`src/rtl/gold_pkg.sv`:
```
// gold_pkg: shared config-word layout, default tap masks and legal parameter ranges for gold_gen_mc
package gold_pkg;
  typedef struct packed {
    logic [7:0] ch;
    logic [7:0] seed;
  } cfg_t;
  localparam logic [4:0] TAPS_A_DEF = 5'b10100;
  localparam logic [4:0] TAPS_B_DEF = 5'b11110;
  localparam int LFSR_W_MIN = 3;
  localparam int LFSR_W_MAX = 8;
  localparam int N_CH_MIN = 1;
  localparam int N_CH_MAX = 16;
endpackage

```
`src/rtl/lfsr_fib.sv`:
```
// lfsr_fib: Fibonacci LFSR shifting toward the MSB; load has priority over step
module lfsr_fib #(
  parameter int W = 5,
  parameter logic [W-1:0] TAPS = '1
) (
  input  logic         clk,
  input  logic         step,
  input  logic         load,
  input  logic [W-1:0] seed,
  output logic [W-1:0] state
);
  always_ff @(posedge clk)
    state <= load ? seed : step ? {state[W-2:0], ^(state & TAPS)} : state;
endmodule

```
`src/rtl/gold_gen_mc.sv`:
```
// gold_gen_mc: multi-channel Gold code generator with per-channel seed reload at epoch boundaries
module gold_gen_mc
  import gold_pkg::*;
#(
  parameter int LFSR_W = 5,
  parameter int N_CH = 4,
  parameter int DIV = 4,
  parameter logic [LFSR_W-1:0] TAPS_A = TAPS_A_DEF,
  parameter logic [LFSR_W-1:0] TAPS_B = TAPS_B_DEF,
  parameter logic [LFSR_W-1:0] INIT_B = '1
) (
  input  logic            clkin,
  input  logic            rst,
  input  logic            en,
  input  logic            s_axis_tvalid,
  output logic            s_axis_tready,
  input  logic [15:0]     s_axis_tdata,
  output logic [N_CH-1:0] code_gold,
  output logic            chip_en_o,
  output logic            strobe_sig_o,
  output logic            cfg_err_o
);
  localparam int P = (1 << LFSR_W) - 1;
  localparam int DW = $clog2(DIV + 1);
  cfg_t cfg;
  logic [DW-1:0] div;
  logic [LFSR_W-1:0] idx, pseed, a;
  logic [LFSR_W-1:0] b [N_CH];
  logic [7:0] pch;
  logic pend, take, bad, chip, wrap;
  assign cfg = cfg_t'(s_axis_tdata);
  assign s_axis_tready = ~rst & ~pend;
  assign chip_en_o = chip;
  assign strobe_sig_o = wrap;
  always_comb begin
    chip = en & ~rst & (div == DW'(DIV - 1));
    wrap = chip & (idx == LFSR_W'(P - 1));
    take = s_axis_tvalid & s_axis_tready;
    bad = (cfg.seed[LFSR_W-1:0] == '0) | (cfg.ch >= 8'(N_CH));
  end
  // a rejected word is consumed but never occupies the slot
  always_ff @(posedge clkin)
    if (rst) begin
      div <= '0;
      idx <= '0;
      pend <= 1'b0;
      cfg_err_o <= 1'b0;
    end else begin
      cfg_err_o <= take & bad;
      if (en) div <= (div == DW'(DIV - 1)) ? '0 : div + 1'b1;
      if (chip) idx <= wrap ? '0 : idx + 1'b1;
      if (wrap) pend <= 1'b0;
      if (take & ~bad) begin
        pend <= 1'b1;
        pch <= cfg.ch;
        pseed <= cfg.seed[LFSR_W-1:0];
      end
    end
  lfsr_fib #(.W(LFSR_W), .TAPS(TAPS_A)) u_a (
    .clk(clkin), .step(chip), .load(rst | wrap), .seed({LFSR_W{1'b1}}), .state(a)
  );
  for (genvar c = 0; c < N_CH; c++) begin : g_ch
    lfsr_fib #(.W(LFSR_W), .TAPS(TAPS_B)) u_b (
      .clk(clkin), .step(chip), .load(rst | (wrap & pend & (pch == 8'(c)))),
      .seed(rst ? INIT_B : pseed), .state(b[c])
    );
    assign code_gold[c] = a[LFSR_W-1] ^ b[c][LFSR_W-1];
  end
endmodule

```
`config.mk`:
```
export PLATFORM = sky130hd
export DESIGN_NAME = gold_gen_mc
export DESIGN_NICKNAME = d
export VERILOG_FILES = /design/src/rtl/gold_pkg.sv /design/src/rtl/lfsr_fib.sv /design/src/rtl/gold_gen_mc.sv
export SDC_FILE = /design/constraint.sdc
export NUM_CORES = 1
export LEC_CHECK = 0
export CORE_MARGIN = 2
export CORE_UTILIZATION = 55
export DETAILED_ROUTE_END_ITERATION = 8
export PLACE_DENSITY = 0.8
export SYNTH_ARGS = -nofsm -noshare
export SYNTH_HDL_FRONTEND = slang
export SYNTH_HIERARCHICAL = 1
export SYNTH_SLANG_ARGS = --single-unit
```
`constraint.sdc`:
```
create_clock -name clkin -period 2.19 [get_ports clkin]
set_clock_uncertainty 0.15 [all_clocks]
set_input_delay 0.3285 -clock clkin [delete_from_list [all_inputs] [get_ports clkin]]
set_output_delay 0.3285 -clock clkin [all_outputs]
set_load 0.02 [all_outputs]
```
==> out/metrics.cfg, run 1 <==
[sta]
layout_min_cycle_time_ns=2.10
timing.slew.headroom=0.592
setup_ws_ns=0.0931
final-max-slew-violation-count=0
clock.fmax_ghz=0.477
final-hold-violation-count=0
final_min_period_over_clock_period=0.957
finish_stage_setup_viols=0
timing_worst_slew_pin_value_ns=0.611

[clock_network]
cts_buffer_count=5
path_clk_slew_ns=0.08
tritoncts=done
cts.sink_count=48
cts_max_path_buffers=2
clock-root-buffer=clkbuf_8
ctsHoldBuffers=0
clk_latency_ns=0.29
cts_max_level=2

[route]
postRouteAntennaNets=0
detailedRoute.firstIterationViolations=84
detail_route.wl_per_cell_um=15.3
drt_pass1_iterations=4
dr_total_vias=1418
wl_um=4020
via_per_inst=5.39
post-route-drc-count=0

[final_layout]
drive_above_1_share=0.192
commonest_non_fill_non_tap_cell_in_the_layout=edfxtp_1
layout.cells.non_filler=263
syn2layout_area_growth_pct=23.6
final_util=0.699
fillerInstances=292
seqCellArea_mm2=0.00134
multiInputGateArea_um2=866
mostFrequentLayoutCells=38 x edfxtp_1, 18 x clkdlybuf4s50_1, 17 x buf_4
final_nets=235
num_antenna_cells=0

[synth]
yosys_warnings=6
synthXorXnorAreaFrac=0.0663
post_synth_mux_area_share=0.111
synth-seq-cells=48
cell_count_after_synthesis=167
post-synth-top-area-cell=edfxtp_1
synth_edf_count=38
netlist.area_leader.share=0.508
ys_async_sr_fraction=0
post_synthesis_compound_gate_area_fraction=0.0663
synthesis.area_mm2=0.00225
post_synth_fa_ha_maj_area_fraction=0.0167
synth_top_flop_cell=edfxtp_1
synth_top_family_by_area=multiplexers
yosysSeqAreaShare=0.597
yosys.area_share.simple=0.109
post_synth.cell_area_avg_um2=13.5
yosys.cell_types.count=38
synthTopCellsByArea=edfxtp_1 51%, dfxtp_1 8.9%, mux2_1 8.0%

[global_route]
gr-usage-all-layers=0.194
maximum_number_of_pins_on_one_net_before_global_route_repair=15
antenna_violations_before_repair=0
grt_pass1_wl_um=6380
number_of_global_route_vias_before_repair=1361
grt_overflow_total=0

[worst_setup_path]
required_ns=2.08
timing.critical_path.slowest_stage_cell=nor4b_1
sum_of_buffers_and_inverters_on_the_critical_path=1
path_class=reg2reg
launch_point_of_the_critical_path=pch[4]
path_max_fanout=7
rrSetupSlack_ns=0.09
cp_top_family=simple AND/OR/NAND/NOR gates
ff2ff_path_depth=4
worst_setup_path_endpoint=g_ch[1].u_b/state[1]
r2r_end=g_ch[1].u_b/state[1]
worstSetupEndpointType=register
slowest_delay_ns=0.43
cp_num_cells=4
timing.critical_path.from_type=register
arrival_ns=1.99
crit_chain=nor4b_1 -> buf_4 -> a41o_1 -> mux2_1
worstReg2RegStart=pch[4]

[placed_design]
gp_routability_congestion=0.715
cell_count_after_placement=252
placement.io_buffers=24
place_worst_setup_slack_ns=-0.331
dp_hpwl_um=2850

[floorplanning]
dieHeight_um=67.9
fp.dieArea_mm2=0.00461
placeableCoreArea_mm2=0.00397
row_count=23
ios=28
starting_density=0.566
die_x_um=67.9

[status]
status=finished, final reports clean

[worst_hold_path]
min-delay-path-class=in2reg

[pwr]
design_power_total_mw=1.89
power_density_mw_per_mm2=681
leakagePower_nw=1.02
vdd_ir_drop_max_v=0.000477

[run]
cap_viol_max_count=0

-- flip-flops by register name, indices dropped and copies added, names as in the netlist --
| register | cells |
|---|---|
| div | 3 |
| u_a/state | 5 |
| pch | 8 |
| cfg_err_o | 1 |
| idx | 5 |
| pend | 1 |
| pseed | 5 |
| g_ch.u_b/state | 20 |
-- worst min-delay path by stage --
stage,cells after the start,start,endpoint
after detailed placement,2,div[2],div[2]
after global routing,3,rst,div[0]
after global placement,2,div[2],div[2]
after CTS,2,div[2],div[2]
final,3,rst,div[0]
after floorplan,1,en,div[2]
-- area by class of cell --
type                    count  share of cell area
inverters                   7             0.00946
well taps                  50              0.0225
clock buffers               5              0.0248
clock inverters             3              0.0135
repair buffers             41               0.135
multi-input cells         109               0.312
flip-flops and latches     48               0.483
-- worst reg2reg max path, delay by kind of cell (launching register included) --
family,cells,cell delay (ns)
simple gates,1,0.43
flops,1,0.38
mux,1,0.37
compound gates,1,0.33
buf+inv,1,0.19
-- stage by stage --
stage               hold WS [ns]  instance area, um2  setup TNS [ns]
floorplan                  0.271                2260               0
global placement           0.292                2630           -6.61
detailed placement         0.302                2630           -9.60
CTS                        0.316                2730               0
global route               0.285                2780         -0.0268
finish                     0.266                2780               0
-- per-layer routing --
layer  global-route usage  vias up  wire [um]
met1                0.228      694       1700
met2                0.334       26       2100
li1                     -      692          -
met5                    0        -          0
met3               0.0510        6        151
met4               0.0825        0         77
-- what timing repair did --
item                       CTS  global route
pin swaps                    0             5
resized for setup            3             6
setup buffers                0             3
setup endpoints to repair   15            26
-- where the power goes --
| part | internal [mW] | switching [mW] |
|---|---|---|
| clock network | 0.333 | 0.285 |
| registers | 1.03 | 0.0234 |
| logic | 0.127 | 0.0953 |
| total | 1.49 | 0.404 |
-- kinds of logic (layout without fill, tap and decap cells) --
group | after synthesis | count (layout)
simple gates | 40 | 40
flops | 48 | 48
xor+xnor | 17 | 17
compound gates | 23 | 23
buf+inv | 14 | 56
other cells | 1 | 5
fa+ha+maj | 3 | 3
mux | 21 | 21
-- synth_stat cells, types with 3 or more instances --
cell type  instances
or2_2              9
nand2_1           11
inv_1              7
nor2_1             5
edfxtp_1          38
o21ai_1            4
mux2_4             4
xor2_1             4
dfxtp_1           10
a21oi_1            5
buf_2              4
o21ai_0            4
mux2_1            16
xnor2_1           13
ha_1               3
(Power assumes the default switching activity.)
==> inputs of run 2 (changes only) <==
CELL_PAD_IN_SITES_DETAIL_PLACEMENT = 1   (was unset)
CELL_PAD_IN_SITES_GLOBAL_PLACEMENT = 1   (was unset)
CORE_UTILIZATION = 45   (was 55)
==> run 2 against run 1 <==
Via count is 0.42% higher. Design area rose by 1.3%. Flip-flop and latch count did not move.
==> out/metrics.cfg, run 2 (synthesis gave the netlist of run 1 again) <==
[worst_setup_path]
cp_top_family=buffers and inverters
crit_chain=clkdlybuf4s50_1 -> nor2_1 -> buf_4 -> clkdlybuf4s50_1
arrival_ns=1.66
required_ns=1.71
sum_of_buffers_and_inverters_on_the_critical_path=3
slowest_delay_ns=0.59
crit_path_frequent_cell=clkdlybuf4s50_1
path_max_fanout=3
timing.critical_path.from_type=input port
path_class=in2out
worstSetupEndpointType=output pin
timing.critical_path.slowest_stage_cell=clkdlybuf4s50_1

[pwr]
design_power_total_mw=1.79
swShare=0.231
internal_power_mw=1.37
netSwitchingPower_mw=0.413
pwr-share-clk=0.282
vdd_ir_drop_max_v=0.000459
power.share.combinational=0.129
power_density_mw_per_mm2=635
power_frac_seq=0.589
leakagePower_nw=1.01

[sta]
final.setup.tns_ns=0
timing_worst_slew_pin_value_ns=0.636
timing.slew.headroom=0.575
finish_stage_setup_viols=0
final_min_period_over_clock_period=0.977
hold_slack_ns=0.326
final-hold-violation-count=0
final-max-slew-violation-count=0
clock.fmax_ghz=0.467
layout_min_cycle_time_ns=2.14
setup_ws_ns=0.0502

[final_layout]
fillerInstances=491
num_antenna_cells=0
mostFrequentLayoutCells=38 x edfxtp_1, 21 x clkdlybuf4s50_1, 18 x buf_4
final_util=0.592
registers.top_by_ff_count=g_ch.u_b/state
drive_above_1_share=0.221
layout.cells.non_filler=280
top_regs=g_ch.u_b/state: 20 flops, pch: 8 flops
seqCellArea_mm2=0.00134
commonest_non_fill_non_tap_cell_in_the_layout=edfxtp_1
multiInputGateArea_um2=905
syn2layout_area_growth_pct=25.2
stdcell_area_mm2=0.00281
final_nets=236
largest_reg_flops=20

[clock_network]
clock-root-buffer=clkbuf_8
cts_buffer_count=5
cts.sink_count=48
ctsHoldBuffers=0
clk_latency_ns=0.29
cts_max_level=2
path_clk_slew_ns=0.08
cts_max_path_buffers=2
tritoncts=done

[global_route]
antenna_violations_before_repair=0
grt_overflow_total=0
number_of_global_route_vias_before_repair=1558
maximum_number_of_pins_on_one_net_before_global_route_repair=15
gr-usage-all-layers=0.190
grt_pass1_wl_um=7730

[placed_design]
dp_hpwl_um=3530
cell_count_after_placement=270
gp_routability_congestion=0.728
placement.io_buffers=24
place_worst_setup_slack_ns=-0.374
dpl_cell_area_mm2=0.00266

[floorplanning]
starting_density=0.473
ios=28
dieHeight_um=74.7
fp.dieArea_mm2=0.00557
die_x_um=74.7
row_count=25
placeableCoreArea_mm2=0.00475

[route]
drt_pass1_iterations=4
detail_route.wl_per_cell_um=16.8
detailedRoute.firstIterationViolations=45
wl_um=4710
postRouteAntennaNets=0
via_per_inst=5.09
dr_total_vias=1424
post-route-drc-count=0

[worst_hold_path]
min-delay-path-class=reg2reg

[run]
cap_viol_max_count=0

[status]
status=finished, final reports clean

## run 2: cell types whose count changed in the layout (fill, tap and decap cells not counted), sizes merged
cell / delta
dlymetal6s2s: -3
buf: +1
clkdlybuf4s50: +3
bufinv: -1
## run 2: cell type report
cell class              count  share of cell area
clock buffers               5              0.0245
clock inverters             2             0.00445
inverters                   7             0.00934
multi-input cells         109               0.321
flip-flops and latches     48               0.477
well taps                  67              0.0298
repair buffers             42               0.133
## run 2: worst paths after layout
| kind | end | startpoint | slack, ns | cells after the start |
|---|---|---|---|---|
| worst min register to register | idx[0] | idx[0] | 0.33 | 2 |
| worst max register to register | g_ch[1].u_b/state[2] | pch[4] | 0.07 | 4 |
| worst min-delay path | idx[0] | idx[0] | 0.33 | 2 |
| worst max-delay path | s_axis_tready | rst | 0.05 | 4 |
## run 2: layer usage
layer  GRT usage  wire, um  share of wire
met4      0.0536        44         0.0093
met3      0.0482       170          0.036
met2       0.332      2460           0.52
met5           0         0              0
met1       0.233      2030           0.43
## run 2: repair_timing
| action | 4_1_cts | 5_1_grt |
|---|---|---|
| pin swaps | 0 | 4 |
| setup endpoints to repair | 29 | 23 |
| endpoints found under the hold margin | 0 | 0 |
| gates resized for setup | 4 | 8 |
| setup buffers | 0 | 3 |
## run 2: power groups by stage
stage | registers, mW | clock network (mW) | logic, mW
finish | 1.05 | 0.504 | 0.230
global route | 1.06 | 0.550 | 0.250
CTS | 1.05 | 0.517 | 0.226
detailed placement | 1.07 | 0 | 0.224
global placement | 1.07 | 0 | 0.211
floorplan | 1.07 | 0 | 0.131
## run 2: worst reg2reg max path, cell delays in order (launching register included)
cell,delay [ns]
edfxtp_1,0.43
nor4b_4,0.42
buf_4,0.18
a41o_1,0.33
mux2_1,0.37
